[config.mk]
export PLATFORM = sky130hd
export DESIGN_NAME = wm_program_controller
export DESIGN_NICKNAME = d
export VERILOG_FILES = /design/src/rtl/wm_program_controller.sv
export SDC_FILE = /design/constraint.sdc
export NUM_CORES = 1
export LEC_CHECK = 0
export ABC_AREA = 1
export CAP_MARGIN = 25
export CORE_MARGIN = 3
export CORE_UTILIZATION = 61
export CTS_BUF_LIST = sky130_fd_sc_hd__clkbuf_4 sky130_fd_sc_hd__clkbuf_8
export CTS_CLUSTER_SIZE = 12
export DETAILED_ROUTE_END_ITERATION = 12
export PLACE_DENSITY = 0.83
export SLEW_MARGIN = 30
export SYNTH_ARGS = -nofsm -noshare
export SYNTH_HDL_FRONTEND = slang
export SYNTH_SLANG_ARGS = --single-unit
[constraint.sdc]
create_clock -name clock -period 3.2 [get_ports clock]
set_input_delay 0.64 -clock clock [delete_from_list [all_inputs] [get_ports clock]]
set_output_delay 0.64 -clock clock [all_outputs]
set_load 0.03 [all_outputs]
[src/rtl/wm_program_controller.sv]
// Washing-machine sequencer with an internal phase timer and watchdog.
// Handles hot/cold programs, N rinses, lid pause, spin retry and faults.
// Ports: clock, reset (sync, active-high); sig_* user/sensor inputs;
//   prog_Hot, rinse_Count program selection; state code and actuator
//   outputs (water_Intake, heater_On, motor_Wash, motor_Spin),
//   coin_Return pulse, fault and done flags.
module wm_program_controller #(
  parameter int CNT_W          = 16,
  parameter int FILL_CYCLES    = 8,
  parameter int HEAT_CYCLES    = 8,
  parameter int WASH_CYCLES    = 16,
  parameter int RINSE_CYCLES   = 8,
  parameter int SPIN_CYCLES    = 8,
  parameter int RC_W           = 2,
  parameter int MAX_SPIN_RETRY = 2,
  parameter int TIMEOUT_CYCLES = 1000
) (
  input  logic            clock,
  input  logic            reset,
  input  logic            sig_Coin,
  input  logic            sig_Lid_Closed,
  input  logic            sig_Cancel,
  input  logic            sig_Out_Of_Balance,
  input  logic            sig_Motor_Failure,
  input  logic            sig_Fault_Clear,
  input  logic            prog_Hot,
  input  logic [RC_W-1:0] rinse_Count,
  output logic [3:0]      state,
  output logic            water_Intake,
  output logic            heater_On,
  output logic            motor_Wash,
  output logic            motor_Spin,
  output logic            coin_Return,
  output logic            fault,
  output logic            done
);
  localparam int RT_W = $clog2(MAX_SPIN_RETRY + 2);

  typedef enum logic [3:0] {
    IDLE  = 4'd0,
    READY = 4'd1,
    FILL  = 4'd2,
    HEAT  = 4'd3,
    WASH  = 4'd4,
    RINSE = 4'd5,
    SPIN  = 4'd6,
    DONE  = 4'd7,
    FAULT = 4'd8
  } state_e;

  state_e           state_q, state_d;
  logic [CNT_W-1:0] tmr_q, tmr_d;
  logic [CNT_W-1:0] wdog_q, wdog_d, wdog_inc;
  logic [RT_W-1:0]  retry_q, retry_d;
  logic [RC_W-1:0]  rinse_q, rinse_d;
  logic [RC_W-1:0]  rc_q, rc_d;
  logic             hot_q, hot_d;
  logic             coin_ret_q, coin_ret_d;
  logic             in_phase, motor_ph, paused;

  always_comb begin
    in_phase = (state_q == FILL) || (state_q == HEAT) ||
               (state_q == WASH) || (state_q == RINSE) ||
               (state_q == SPIN);
    motor_ph = (state_q == WASH) || (state_q == RINSE) ||
               (state_q == SPIN);
    paused   = in_phase && !sig_Lid_Closed;
    wdog_inc = wdog_q + CNT_W'(1);

    state_d    = state_q;
    tmr_d      = tmr_q;
    wdog_d     = in_phase ? wdog_inc : '0;
    retry_d    = retry_q;
    rinse_d    = rinse_q;
    rc_d       = rc_q;
    hot_d      = hot_q;
    coin_ret_d = 1'b0;

    case (state_q)
      IDLE: if (sig_Coin) state_d = READY;
      READY: begin
        if (sig_Cancel) begin
          state_d    = IDLE;
          coin_ret_d = 1'b1;
        end else if (sig_Lid_Closed) begin
          state_d = FILL;
          hot_d   = prog_Hot;
          rc_d    = rinse_Count;
        end
      end
      FILL, HEAT, WASH, RINSE, SPIN: begin
        if (motor_ph && sig_Motor_Failure) begin
          state_d = FAULT;
        end else if (wdog_inc == CNT_W'(TIMEOUT_CYCLES)) begin
          state_d = FAULT;
        end else if (sig_Cancel) begin
          state_d = IDLE;
        end else if (!paused) begin
          if (state_q == SPIN && sig_Out_Of_Balance) begin
            if (retry_q == RT_W'(MAX_SPIN_RETRY)) begin
              state_d = FAULT;
            end else begin
              tmr_d   = CNT_W'(SPIN_CYCLES - 1);
              retry_d = retry_q + RT_W'(1);
            end
          end else if (tmr_q != '0) begin
            tmr_d = tmr_q - CNT_W'(1);
          end else begin
            case (state_q)
              FILL: state_d = hot_q ? HEAT : WASH;
              HEAT: state_d = WASH;
              WASH: begin
                state_d = (rc_q == '0) ? SPIN : RINSE;
                rinse_d = rc_q - RC_W'(1);
              end
              RINSE: begin
                if (rinse_q == '0) begin
                  state_d = SPIN;
                end else begin
                  // next rinse pass: fresh timer and watchdog
                  tmr_d   = CNT_W'(RINSE_CYCLES - 1);
                  wdog_d  = '0;
                  rinse_d = rinse_q - RC_W'(1);
                end
              end
              SPIN:    state_d = DONE;
              default: state_d = IDLE;
            endcase
          end
        end
      end
      DONE:    state_d = IDLE;
      FAULT:   if (sig_Fault_Clear) state_d = IDLE;
      default: state_d = IDLE;
    endcase

    // phase entry loads the timer and clears the watchdog
    if (state_d != state_q) begin
      wdog_d = '0;
      case (state_d)
        FILL:  tmr_d = CNT_W'(FILL_CYCLES - 1);
        HEAT:  tmr_d = CNT_W'(HEAT_CYCLES - 1);
        WASH:  tmr_d = CNT_W'(WASH_CYCLES - 1);
        RINSE: tmr_d = CNT_W'(RINSE_CYCLES - 1);
        SPIN: begin
          tmr_d   = CNT_W'(SPIN_CYCLES - 1);
          retry_d = '0;
        end
        default: tmr_d = '0;
      endcase
    end
  end

  always_ff @(posedge clock) begin
    if (reset) begin
      state_q    <= IDLE;
      tmr_q      <= '0;
      wdog_q     <= '0;
      retry_q    <= '0;
      rinse_q    <= '0;
      rc_q       <= '0;
      hot_q      <= 1'b0;
      coin_ret_q <= 1'b0;
    end else begin
      state_q    <= state_d;
      tmr_q      <= tmr_d;
      wdog_q     <= wdog_d;
      retry_q    <= retry_d;
      rinse_q    <= rinse_d;
      rc_q       <= rc_d;
      hot_q      <= hot_d;
      coin_ret_q <= coin_ret_d;
    end
  end

  // open lid gates every actuator immediately
  always_comb begin
    state        = state_q;
    water_Intake = (state_q == FILL) && sig_Lid_Closed;
    heater_On    = (state_q == HEAT) && sig_Lid_Closed;
    motor_Wash   = ((state_q == WASH) || (state_q == RINSE)) &&
                   sig_Lid_Closed;
    motor_Spin   = (state_q == SPIN) && sig_Lid_Closed;
    coin_Return  = coin_ret_q;
    fault        = (state_q == FAULT);
    done         = (state_q == DONE);
  end

endmodule

---- Word-level counts from Yosys, hierarchy flattened ----
Cells that the tools add are included.
storage, ports and cells
  bits in registers ....................... 44
  input port bits ......................... 11
  output and inout port bits .............. 11
  word-level logic and storage cells ...... 121
cells by class
  add/sub/neg operators ................... 5
  equal/unequal tests ..................... 23
  mux-type cells .......................... 50
  bitwise gates (word level) .............. 7
  reductions and logical operators ........ 28
operators with widths
  cell                                                   count
  2-to-1 mux 16 bit                                      21
  2-to-1 mux 4 bit                                       12
  == test 4 x 3 -> 1 bit, second input constant          7
  2-to-1 mux 2 bit                                       11
  case mux 4 bit (5 select lines)                        1
  adder 16 x 1 -> 16 bit, second input constant          1
  == test 16 x 10 -> 1 bit, second input constant        1
  == test 4 x 2 -> 1 bit, second input constant          4
  case mux 4 bit (4 select lines)                        1
  nonzero test 16 bit                                    1
  subtractor 16 x 1 -> 16 bit, second input constant     1
  AND reduction 9 bit                                    1
  inequality test 2 x 1 -> 1 bit, second input constant  4
  case mux 4 bit (2 select lines)                        1
  AND reduction 8 bit                                    1
  logical AND 1 bit                                      7
  inverter 1 bit                                         7
  logical OR 1 bit                                       6
  OR reduction 5 bit                                     1
  == test 4 x 1 -> 1 bit, second input constant          1
  == test 4 bit, second input constant                   1
  logical NOT 2 bit                                      2
  logical NOT 4 bit                                      1
  inequality test 4 x 3 -> 1 bit, second input constant  1
  15 further kinds                                       18

---- Logic depth before layout (Yosys ltp) ----
  word-level depth ........................ 15
  mapped depth ............................ 22
  mapped depth without buffers ............ 22

---- Worst setup path before layout ----
OpenSTA, ideal clock, no wires.
  path type ............................... register to register
  start point ............................. register state_q[1], in the netlist state[1]
  end point ............................... register wdog_q[6]
  setup time .............................. 62 ps
  arrival time ............................ 2529 ps
  data required time ...................... 3138 ps
  path slack .............................. 609 ps
  cell stages (with the launch flop) ...... 18
  path buffers ............................ 2
  period minus slack after synthesis ...... 2591 ps
  path through ............................ dfxtp_1 > buf_2 > nand2_1 > nand2_2 > nand3_4 > nand2_2 > inv_2 > nor2_2 > nand2_1 > a21oi_2 > nand4_1 > nand2_1 > nand2_2 > nor2_8 > nand3_4 > or2_4 > buf_8 > nor2_2
on the way
  cells in the longest elaborated chain, start to end .. 15
  elaborated cells between the ends (all ways) .. 44
  classes of those cells .................. eq/ne (8); mux (24); reduce/logical (12)
RTL lines
  element                                                                   RTL line  source
  start: declaration                                                        51        state_e state_q, state_d;
  start signal: assignment                                                  165       state_q <= state_d;
  branches (longest 15 deep; another with case mux 4 bit (5 select lines))  --
  end signal: assignment                                                    167       wdog_q <= wdog_d;
  end: declaration                                                          53        logic [CNT_W-1:0] wdog_q, wdog_d, wdog_inc;
Several ways; the timed one is not identified.
A chain may end at the register's enable or synchronous reset.

---- Worst setup path in the final report ----
  start point ............................. register wdog_q[0]
  end point ............................... register tmr_q[4]
on the way
  cells in the longest elaborated chain, start to end .. 8
  elaborated cells between the ends (all ways) .. 16
  classes of those cells .................. add/sub (1); eq/ne (8); mux (4); reduce/logical (3)
RTL lines
  element                                                                 RTL line  source
  adder 16 x 1 -> 16 bit (*)                                              68        wdog_inc = wdog_q + CNT_W'(1);
  == test 16 x 10 -> 1 bit (*)                                            94        end else if (wdog_inc == CNT_W'(TIMEOUT_CYCLES)) begin
  2-to-1 mux 4 bit                                                        94
  2-to-1 mux 4 bit                                                        92        if (motor_ph && sig_Motor_Failure) begin
  case mux 4 bit (4 select lines)                                         79        case (state_q)
  inequality test 4 bit                                                   138       if (state_d != state_q) begin
  inequality test 4 x 3 -> 1 bit (no line), or another cell as far along  --
  AND reduction 8 bit (no line)                                           --
  end signal: assignment                                                  166       tmr_q <= tmr_d;
  end: declaration                                                        52        logic [CNT_W-1:0] tmr_q, tmr_d;
Mark *: on every way between the ends. The rest lies on a longest branch, timed or not.

==> impl_metrics.json <==
{
  "grt_antenna_before_repair": 0,
  "crit_slowest_cell": "or2_2",
  "clockPowerShare_pct": 29.9,
  "stdcell_area_um2": 3441,
  "area_delta_synth_final_pct": 12.06,
  "ir_drop_mv": 0.2315,
  "worstSetupStartpointType": "flop",
  "synthArstFlopShare_pct": 0,
  "maxCapViolations": 0,
  "hpwl_um": 5213,
  "hold_class": "flop to flop",
  "synth_cell_types": 42,
  "crit_buf_inv": 0,
  "ctsLongestPathBuffers": 2,
  "dieArea_um2": 5921,
  "p_seq_share_pct": 49.5,
  "ys_top_cells_by_area": "dfxtp_1 29%, nand2_1 10%, nor2_1 7.9%, inv_1 6.7%, nand3_1 5.9%",
  "ys.flop_type": "dfxtp_1",
  "crit_chain": "ha_1, nand3_2, nor2_4, nand4_1, nand2_1, nand3_1, nor2_2, nand2_4, nand3_4, o21ai_4, nand2_4, nand2_4, nor2_8, nand3_4, or2_2, nor2_2",
  "insertion_delay_ns": 0.30,
  "slew_violations": 0,
  "seq_area_um2": 880.8,
  "synth.top_cell.area_share_pct": 28.69,
  "reg2regPathDepth": 16,
  "synth-seq-cells": 44,
  "multiInputGateArea_um2": 1911,
  "vias_per_cell": 5.344,
  "status": "complete, no violations",
  "hold_viol_final": 0,
  "syn_avg_cell_area_um2": 6.884,
  "io_pins": 22,
  "ys_warn_count": 0,
  "first_pass_iters": 5,
  "cp_data_arrival_time_ns": 3.19,
  "yosysMostFrequentCell": "nand2_1",
  "fin_crit_sh_pct": 92.15,
  "gp_congestion": 0.9435,
  "p_int_w": 0.0007866,
  "period_minus_slack_ns": 2.949,
  "row_count": 25,
  "track_usage_pct": 24.73,
  "synthTopCellsByCount": "83 x nand2_1, 65 x nor2_1, 55 x inv_1",
  "core_area_um2": 4786,
  "crit_path_max_fanout": 11,
  "antenna_cells": 0,
  "cts_made_buffers": 5,
  "r2r-start": "wdog_q[0]",
  "cts_tree": "yes",
  "swShare_pct": 31.33,
  "rsz0062_at_grt": "false",
  "synth_edf_count": 0,
  "syn_area_um2": 3070,
  "grt_start_max_net_pins": 14,
  "worst_pin_slew_ns": 0.6669,
  "drc_errors": 0,
  "port_buffers": 21,
  "root_buffer": "clkbuf_8",
  "grt_pass1_wl_um": 12000,
  "ys_seq_area_share_pct": 28.69,
  "combPwrFrac_pct": 20.6,
  "wire_per_inst_um": 12.70,
  "start_util_pct": 64.16,
  "p_per_area_nw_per_um2": 332.9,
  "switchingPower_w": 0.0003588,
  "post-synth-top-area-cell": "dfxtp_1",
  "postCtsHoldBufs": 0,
  "maxSlewHeadroom_pct": 55.13,
  "clk_pin_slew_ns": 0.08,
  "finalPower_w": 0.001145,
  "drtIter0Drc": 179,
  "die_w_um": 76.95,
  "hold_ws_ns": 0.4650,
  "wirelength_um": 6872,
  "startpoint": "wdog_q[0]",
  "ant_nets": 0,
  "syn_nets": 462,
  "nNetsFinal": 490,
  "num_vias": 2891,
  "timing.rr.end": "tmr_q[4]",
  "setup_viol": 0,
  "slowest_delay_ns": 0.45,
  "die_h_um": 76.95,
  "hold_end": "wdog_q[0]",
  "postSynthCellCount": 446,
  "fmax_mhz": 339.1,
  "place_area_um2": 3359,
  "htree_levels": 2,
  "cp_common_cell": "nand2_4",
  "overflow": 0,
  "end_kind": "flop",
  "min_from": "wdog_q[0]",
  "grt_pass1_vias": 2732,
  "critPathTopFamily": "simple AND/OR/NAND/NOR gates",
  "cp.required_ns": 3.44,
  "hold_depth": 1,
  "nFillCells": 408,
  "fin_tns_setup_ns": 0,
  "fin_skew_ns": 0.008994,
  "r2r_slack_ns": 0.25,
  "clkSinkCount": 44,
  "p_leak_nw": 1.381,
  "crit_type": "flop to flop",
  "final_layout_size_suffix_gt1_share_pct": 16.88
}
[registers in the layout (all words and copies together) (netlist names)]
| register | count |
|---|---|
| coin_Return | 1 |
| hot_q | 1 |
| rc_q | 2 |
| retry_q | 2 |
| rinse_q | 2 |
| state | 4 |
| tmr_q | 16 |
| wdog_q | 16 |
[power groups by stage]
stage               combinational, W  sequential [W]  clock, W
CTS                         0.000233        0.000567  0.000346
detailed placement          0.000231        0.000580         0
floorplan                   0.000176        0.000580         0
global route                0.000264        0.000568  0.000370
global placement            0.000227        0.000579         0
finish                      0.000236        0.000567  0.000342
[final cells by class]
type	count	area share (%)
Clock buffer	5	2.000
Clock inverter	2	0.3636
Inverter	63	6.873
Multi-Input combinational cell	334	55.53
Sequential cell	44	25.60
Tap cell	67	2.436
Timing Repair Buffer	26	7.200
[cells by family after synthesis]
family | after synthesis | synth area share [%]
AO/OA/AOI/OAI | 31 | 6.072
XOR/XNOR | 17 | 5.094
adder cells (fa/ha/maj) | 5 | 2.037
buffers and inverters | 68 | 9.087
flip-flops | 44 | 28.69
multiplexers | 2 | 0.6520
AND/OR/NAND/NOR | 279 | 48.37
[per-stage QoR]
stage	util (%)	std cells	setup WS, ns
finish	71.90	541	0.2512
global route	71.90	541	0.009902
CTS	71.90	541	0.2133
detailed placement	70.20	534	0.1296
global placement	70.20	534	0.2356
floorplan	-	446	0.6093
[worst max-delay path by stage]
stage / end / slack, ns / depth (start not counted)
after CTS: tmr_q[4] / 0.21 / 16
after global routing: tmr_q[15] / 0.01 / 18
after global placement: tmr_q[15] / 0.24 / 12
after floorplan: wdog_q[6] / 0.61 / 17
after detailed placement: tmr_q[15] / 0.13 / 12
final: tmr_q[4] / 0.25 / 16
[layout by cell type, fill, tap and decap left out, drive strengths merged, types with 2 or more instances in the layout]
cell type and instances:
ha 5, nor4 4, clkbuf 5, nand2 100
nor3 13, dfxtp 44, or2 2, nand3 41
nand4 16, buf 5, inv 61, o21ai 14
nor3b 4, xor2 12, clkdlybuf4s50 21, a21oi 13
xnor2 5, mux2i 2, nand3b 2, clkinv 3
nor2 97
[worst register-to-register path, stage by stage, from the launching register on]
cell	delay, ns
dfxtp_1	0.38
ha_1	0.23
nand3_2	0.13
nor2_4	0.27
nand4_1	0.12
nand2_1	0.12
nand3_1	0.10
nor2_2	0.19
nand2_4	0.11
nand3_4	0.14
o21ai_4	0.10
nand2_4	0.10
nand2_4	0.06
nor2_8	0.14
nand3_4	0.13
or2_2	0.45
nor2_2	0.13
[routing by layer]
layer	GRT usage, %	vias to the layer above	wire [um]
met4	8.877	0	102
met3	4.343	7	418
met5	0	-	0
met2	41.46	100	3165
li1	-	1485	-
met1	31.73	1299	3186
[repair_timing]
| item | CTS | global route |
|---|---|---|
| gates resized for setup | 0 | 1 |
| buffers inserted | 0 | 0 |
| setup endpoints to repair | 0 | 8 |
No activity file was read; power rests on OpenSTA's default activity.
